<file path="src/rtl/matrix_pkg.sv">
`default_nettype none
// ============================================================================
// Module   : matrix_pkg
// Purpose  : Shared geometry constants and capture-FSM state encoding for the
//            8x8 matrix scan capture block.
// Ports    : none (package)
// Revision : 1.0 - initial release
// ============================================================================
package matrix_pkg;

   localparam int NUM_COLS = 8;
   localparam int ROW_W    = 8;
   localparam int COL_W    = 3;

   typedef enum logic [1:0] {
      IDLE    = 2'd0,
      CAPTURE = 2'd1,
      COMMIT  = 2'd2
   } state_t;

endpackage : matrix_pkg
`default_nettype wire

</file>
<file path="src/rtl/scan_sync.sv">
`default_nettype none
// ============================================================================
// Module   : scan_sync
// Purpose  : Two-flop synchronizer for the scan column select and row pattern,
//            followed by a dwell counter that qualifies a stable column and
//            emits a single sample strobe per dwell.
// Ports    : clk, reset (async, active-low)
//            scan_in      - raw column select
//            seg_in       - raw row pattern
//            sample_valid - one-cycle strobe, column is stable long enough
//            sample_col   - synchronized column accompanying the strobe
//            sample_data  - synchronized row pattern accompanying the strobe
// Revision : 1.0 - initial release
// ============================================================================
module scan_sync
   import matrix_pkg::*;
#(
   parameter int STABLE_CYCLES = 16
) (
   input  logic             clk,
   input  logic             reset,
   input  logic [COL_W-1:0] scan_in,
   input  logic [ROW_W-1:0] seg_in,
   output logic             sample_valid,
   output logic [COL_W-1:0] sample_col,
   output logic [ROW_W-1:0] sample_data
);

   // The counter saturates at STABLE_CYCLES; the strobe fires on the edge that
   // moves it from STABLE_CYCLES-2 to STABLE_CYCLES-1, so it can fire only once
   // per dwell.
   localparam logic [15:0] c_sat  = 16'(STABLE_CYCLES);
   localparam logic [15:0] c_fire = 16'(STABLE_CYCLES - 2);

   logic [COL_W-1:0] r_scan_s1, r_scan_s2;
   logic [ROW_W-1:0] r_seg_s1,  r_seg_s2;
   logic [15:0]      r_dwell;
   logic             w_change;

   // A difference between the two stages means the synchronized value changes
   // on this edge, which restarts the dwell for the new value.
   assign w_change = (r_scan_s1 != r_scan_s2) || (r_seg_s1 != r_seg_s2);

   always_ff @(posedge clk or negedge reset) begin
      if (!reset) begin
         r_scan_s1 <= '0;
         r_scan_s2 <= '0;
         r_seg_s1  <= '0;
         r_seg_s2  <= '0;
         r_dwell   <= '0;
      end else begin
         r_scan_s1 <= scan_in;
         r_scan_s2 <= r_scan_s1;
         r_seg_s1  <= seg_in;
         r_seg_s2  <= r_seg_s1;
         if (w_change) begin
            r_dwell <= '0;
         end else if (r_dwell != c_sat) begin
            r_dwell <= r_dwell + 16'd1;
         end
      end
   end

   assign sample_valid = !w_change && (r_dwell == c_fire);
   assign sample_col   = r_scan_s2;
   assign sample_data  = r_seg_s2;

endmodule : scan_sync
`default_nettype wire

</file>
<file path="src/rtl/matrix_scan_capture.sv">
`default_nettype none
// ============================================================================
// Module   : matrix_scan_capture
// Purpose  : Captures complete 8-column frames from a multiplexed 8x8 matrix
//            scan bus into a double-buffered frame store.
// Ports    : clk, reset (async, active-low)
//            scan_in/seg_in - scan bus column select and row pattern
//            rd_col/rd_data - combinational read of the committed frame
//            frame_valid    - pulse on frame commit
//            frame_changed  - pulse with frame_valid when content differs
//            seq_err        - pulse on out-of-order column
//            frame_cnt      - committed frame count (wrapping)
// Revision : 1.0 - initial release
// ============================================================================
module matrix_scan_capture
   import matrix_pkg::*;
#(
   parameter int STABLE_CYCLES = 16,
   parameter int ACTIVE_LOW    = 1
) (
   input  logic             clk,
   input  logic             reset,
   input  logic [COL_W-1:0] scan_in,
   input  logic [ROW_W-1:0] seg_in,
   input  logic [COL_W-1:0] rd_col,
   output logic [ROW_W-1:0] rd_data,
   output logic             frame_valid,
   output logic             frame_changed,
   output logic             seq_err,
   output logic [15:0]      frame_cnt
);

   localparam logic [COL_W-1:0] c_first_col = '0;
   localparam logic [COL_W-1:0] c_last_col  = COL_W'(NUM_COLS - 1);

   logic             w_sample_valid;
   logic [COL_W-1:0] w_sample_col;
   logic [ROW_W-1:0] w_sample_raw;
   logic [ROW_W-1:0] w_sample_data;

   state_t                         r_state, w_next_state;
   logic [COL_W-1:0]               r_expected, w_next_expected;
   logic [NUM_COLS-1:0][ROW_W-1:0] r_buf;
   logic [NUM_COLS-1:0][ROW_W-1:0] r_frame;
   logic [NUM_COLS-1:0][ROW_W-1:0] w_new_frame;
   logic                           w_store, w_clear, w_commit, w_err;
   logic                           r_frame_valid, r_frame_changed, r_seq_err;
   logic [15:0]                    r_frame_cnt;

   scan_sync #(
      .STABLE_CYCLES (STABLE_CYCLES)
   ) u_scan_sync (
      .clk          (clk),
      .reset        (reset),
      .scan_in      (scan_in),
      .seg_in       (seg_in),
      .sample_valid (w_sample_valid),
      .sample_col   (w_sample_col),
      .sample_data  (w_sample_raw)
   );

   // Frame storage is always active-high pixels.
   assign w_sample_data = (ACTIVE_LOW != 0) ? ~w_sample_raw : w_sample_raw;

   // The completed frame: columns 0..6 from the buffer plus the column-7
   // sample arriving on this edge.
   always_comb begin
      w_new_frame             = r_buf;
      w_new_frame[c_last_col] = w_sample_data;
   end

   always_ff @(posedge clk or negedge reset) begin
      if (!reset) begin
         r_state <= IDLE;
      end else begin
         r_state <= w_next_state;
      end
   end

   always_comb begin
      w_next_state    = r_state;
      w_next_expected = r_expected;
      w_store         = 1'b0;
      w_clear         = 1'b0;
      w_commit        = 1'b0;
      w_err           = 1'b0;
      case (r_state)
         IDLE: begin
            if (w_sample_valid && (w_sample_col == c_first_col)) begin
               w_store         = 1'b1;
               w_next_expected = 3'd1;
               w_next_state    = CAPTURE;
            end
         end
         CAPTURE: begin
            if (w_sample_valid) begin
               if (w_sample_col == r_expected) begin
                  w_store         = 1'b1;
                  w_next_expected = r_expected + 3'd1;
                  if (w_sample_col == c_last_col) begin
                     w_commit     = 1'b1;
                     w_next_state = COMMIT;
                  end
               end else begin
                  w_err = 1'b1;
                  if (w_sample_col == c_first_col) begin
                     // A fresh column 0 restarts the frame in place.
                     w_store         = 1'b1;
                     w_next_expected = 3'd1;
                  end else begin
                     w_clear         = 1'b1;
                     w_next_expected = '0;
                     w_next_state    = IDLE;
                  end
               end
            end
         end
         COMMIT: begin
            w_next_expected = '0;
            w_next_state    = IDLE;
         end
         default: begin
            w_next_expected = '0;
            w_next_state    = IDLE;
         end
      endcase
   end

   // The frame store is written on the column-7 sampling edge so that the
   // COMMIT cycle already shows the new frame alongside the registered
   // frame_valid / frame_changed pulses.
   always_ff @(posedge clk or negedge reset) begin
      if (!reset) begin
         r_expected      <= '0;
         r_buf           <= '0;
         r_frame         <= '0;
         r_frame_valid   <= 1'b0;
         r_frame_changed <= 1'b0;
         r_seq_err       <= 1'b0;
         r_frame_cnt     <= '0;
      end else begin
         r_expected      <= w_next_expected;
         r_frame_valid   <= w_commit;
         r_frame_changed <= w_commit && (w_new_frame != r_frame);
         r_seq_err       <= w_err;
         if (w_clear) begin
            r_buf <= '0;
         end else if (w_store) begin
            r_buf[w_sample_col] <= w_sample_data;
         end
         if (w_commit) begin
            r_frame     <= w_new_frame;
            r_frame_cnt <= r_frame_cnt + 16'd1;
         end
      end
   end

   assign rd_data       = r_frame[rd_col];
   assign frame_valid   = r_frame_valid;
   assign frame_changed = r_frame_changed;
   assign seq_err       = r_seq_err;
   assign frame_cnt     = r_frame_cnt;

endmodule : matrix_scan_capture
`default_nettype wire

</file>
<file path="config.mk">
export PLATFORM = sky130hd
export DESIGN_NAME = matrix_scan_capture
export DESIGN_NICKNAME = d
export VERILOG_FILES = /design/src/rtl/matrix_pkg.sv /design/src/rtl/scan_sync.sv /design/src/rtl/matrix_scan_capture.sv
export SDC_FILE = /design/constraint.sdc
export NUM_CORES = 1
export LEC_CHECK = 0
export BUFFER_PORTS_ARGS = -buffer_cell sky130_fd_sc_hd__buf_2
export CORE_MARGIN = 3
export CORE_UTILIZATION = 56
export DETAILED_ROUTE_END_ITERATION = 7
export GPL_TIMING_DRIVEN = 0
export PLACE_DENSITY = 0.88
export SYNTH_ARGS = -nofsm -noshare
export SYNTH_HDL_FRONTEND = slang
export SYNTH_SLANG_ARGS = --single-unit
</file>
<file path="constraint.sdc">
create_clock -name clk -period 2.3 [get_ports clk]
set_clock_uncertainty 0.05 [all_clocks]
set_input_delay 0.115 -clock clk [delete_from_list [all_inputs] [get_ports clk]]
set_output_delay 0.115 -clock clk [all_outputs]
set_load 0.01 [all_outputs]
</file>
==> results.sh <==
export IMPL_vdd_drop_max_uv=950
export IMPL_num_rows=45
export IMPL_wl_per_cell_um=25.4
export IMPL_critPathMaxFanout=7
export IMPL_avgSynthCellArea_um2=12.1
export IMPL_initial_core_util_pct=57.8
export IMPL_synth_edf_count=0
export IMPL_htreeDepth=4
export IMPL_regToRegStartpoint="u_scan_sync.r_dwell[13]$_DFFE_PN0P_"
export IMPL_gp_congestion=0.940
export IMPL_ant_nets=0
export IMPL_path_class="flip-flop to flip-flop"
export IMPL_cts_tree="yes"
export IMPL_power_per_cell_area_mw_per_mm2=612
export IMPL_overflow=0
export IMPL_period_share_pct=108
export IMPL_cts_root_buffer="clkbuf_16"
export IMPL_outcome="complete, but fails checks"
export IMPL_mostFrequentLayoutCells="dfrtp_1, xor2_1, buf_4"
export IMPL_synthCells=734
export IMPL_wl_um=27300
export IMPL_r2r_end="r_frame[18]$_DFFE_PN0P_"
export IMPL_fillerInstances=891
export IMPL_fmax_mhz=403
export IMPL_slew_headroom_pct=35.4
export IMPL_numPortBuffers=39
export IMPL_track_usage_pct=27.6
export IMPL_seq_area_frac_synth_pct=51.4
export IMPL_dp_cells=985
export IMPL_ys_types=49
export IMPL_reg2reg_depth=7
export IMPL_antenna_found_initial=1
export IMPL_ys_warn_count=0
export IMPL_drtPass1Iterations=5
export IMPL_hold_viol_final=0
export IMPL_cellLeakagePower_uw=0.00531
export IMPL_routed_via_density=6.71
export IMPL_worst_ep_required_time_ns=2.58
export IMPL_die_area_mm2=0.0174
export IMPL_drive_gt1_share_pct=37.2
export IMPL_clk_pin_slew_worst_paths_ns=0.07
export IMPL_clockBufferDepth=2
export IMPL_arrival_ns=2.76
export IMPL_cts_num_sinks=182
export IMPL_synthArstFlopShare_pct=100
export IMPL_syn_num_nets=755
export IMPL_endpoint_kind="flip-flop"
export IMPL_dieHeight_um=132
export IMPL_cts_buffers=17
export IMPL_ios=43
export IMPL_reg2reg_slack_ns=-0.18
export IMPL_finalSetupViolCount=65
export IMPL_synthFlopType="dfrtp_1"
export IMPL_drt_iter0_drc=909
export IMPL_hold_path_class="input port to asynchronous set/reset pin"
export IMPL_dp_hpwl_um=15100
export IMPL_netlist_area_mm2=0.00885
export IMPL_grt_max_degree=127
export IMPL_ys_ff_latch=182
export IMPL_period_needed_ns=2.48
export IMPL_grt_pass1_vias=6777
export IMPL_tightest_slew_ns=0.950
export IMPL_start_kind="flip-flop"
export IMPL_cap_violations=0
export IMPL_critPathLaunch="u_scan_sync.r_dwell[13]$_DFFE_PN0P_"
export IMPL_clk_latency_ns=0.45
export IMPL_vias=7207
export IMPL_num_nets_final=873
export IMPL_rsz0062_at_grt="yes"
export IMPL_utilization_pct=73.6
export IMPL_worst_hold_slack_ns=0.139
export IMPL_areaGrowthSynthToFinish_pct=27.3
export IMPL_stdcell_count=1074
export IMPL_final_common_cell="dfrtp_1"
export IMPL_setup_ws_ns=-0.179
export IMPL_maxSlewViolCount=0
export IMPL_die_w_um=132
export IMPL_grt_pass1_wl_um=37300
export IMPL_n_antenna_cell=0
export IMPL_drc=0
export IMPL_violations="negative setup slack"
export IMPL_core_area_mm2=0.0153
## synth_stat cells (4+ instances only)
cell / number / share of area (%)
nand2b_1: 10 / 0.71
o21ai_0: 74 / 4.2
buf_2: 6 / 0.34
inv_1: 7 / 0.30
nor4_1: 24 / 1.7
nand4_1: 20 / 1.4
mux4_2: 16 / 4.1
buf_6: 4 / 0.51
mux2_4: 31 / 5.3
o2bb2ai_1: 11 / 1.1
xnor2_1: 41 / 4.1
dfrtp_1: 182 / 51
clkbuf_1: 31 / 1.3
nor3_1: 15 / 0.85
buf_1: 4 / 0.17
nand3_1: 21 / 1.2
xor2_1: 63 / 6.2
mux2_2: 34 / 4.3
nor2_1: 28 / 1.2
nand2_1: 15 / 0.64
o31ai_1: 38 / 3.2
ha_1: 5 / 0.71
nand3b_1: 5 / 0.42
## layout make-up
cell class,count,area [µm²],share of cell area (%)
repair buffers,110,860,7.62
clock inverters,12,226,2.01
multi-input cells,500,4570,40.6
inverters,7,26.3,0.233
well taps,211,264,2.34
clock buffers,18,439,3.90
flip-flops and latches,182,4570,40.6
plain buffers,34,313,2.77
## metal layers
metal	track usage [%]	share of wire, %	up-vias
met5	0	0.040	-
met4	11.7	4.8	2
met3	7.79	10	133
met2	43.7	49	503
met1	36.1	36	3633
li1	-	-	2936
## registers in the layout, indices dropped and copies added (netlist names)
register,count
r_state,2
u_scan_sync.r_scan_s1,3
u_scan_sync.r_seg_s1,8
frame_valid,1
u_scan_sync.sample_data,8
r_expected,3
seq_err,1
u_scan_sync.r_dwell,16
frame_cnt,16
r_buf,56
u_scan_sync.sample_col,3
r_frame,64
frame_changed,1
## worst max path at each step
stage / endpoint / slack (ns)
floorplan: r_frame[6]$_DFFE_PN0P_ / 0.008
detailed placement: r_buf[39]$_DFFE_PN0P_ / -0.66
CTS: r_frame[17]$_DFFE_PN0P_ / -0.03
finish: r_frame[18]$_DFFE_PN0P_ / -0.18
global placement: u_scan_sync.r_dwell[5]$_DFFE_PN0P_ / -1.74
global route: frame_cnt[15]$_DFFE_PN0P_ / -0.41
## metrics by stage
stage | worst slack, ns | TNS, ns | total power [µW] | instance area (µm²)
3_5_place_dp | -0.664 | -60.69 | 3550 | 9370
6_report | -0.179 | -7.14 | 6900 | 11300
2_1_floorplan | 0.00825 | 0 | 3410 | 8870
4_1_cts | -0.0270 | -0.294 | 6850 | 10500
5_1_grt | -0.408 | -24.36 | 7060 | 11300
3_3_place_gp | -1.74 | -367.86 | 3530 | 9330
## cell families (layout without fill, tap and decap cells)
| group | count (synthesis) | count (layout) | synth area share [%] |
|---|---|---|---|
| AO/OA/AOI/OAI | 142 | 142 | 10.1 |
| XOR/XNOR | 107 | 107 | 11.0 |
| adder cells (fa/ha/maj) | 5 | 5 | 0.707 |
| buffers and inverters | 52 | 181 | 2.63 |
| flip-flops | 182 | 182 | 51.4 |
| multiplexers | 83 | 83 | 13.9 |
| AND/OR/NAND/NOR | 163 | 163 | 10.3 |
## timing repair
| action | CTS | global route |
|---|---|---|
| cloned | 0 | 5 |
| setup endpoints to repair | 157 | 149 |
| hold endpoints to repair | 67 | 0 |
| pin swaps | 13 | 30 |
| resized for setup | 61 | 131 |
| hold buffers | 12 | 0 |
| buffers inserted | 28 | 25 |
## report_power, final
part	leakage (µW)	total, µW	internal, µW	switching, µW
registers	0.00247	3250	3220	29.8
logic	0.00252	325	110	215
clock network	0.000318	3320	2060	1270
## worst max-delay path: stages, from the launching register on
cell and delay (ns):
dfrtp_2 0.44, nor4_4 0.35, and4_1 0.29, nand4_1 0.22, or2_4 0.36, buf_12 0.16
clkbuf_16 0.17, mux2_4 0.30
(Power assumes the default switching activity.)
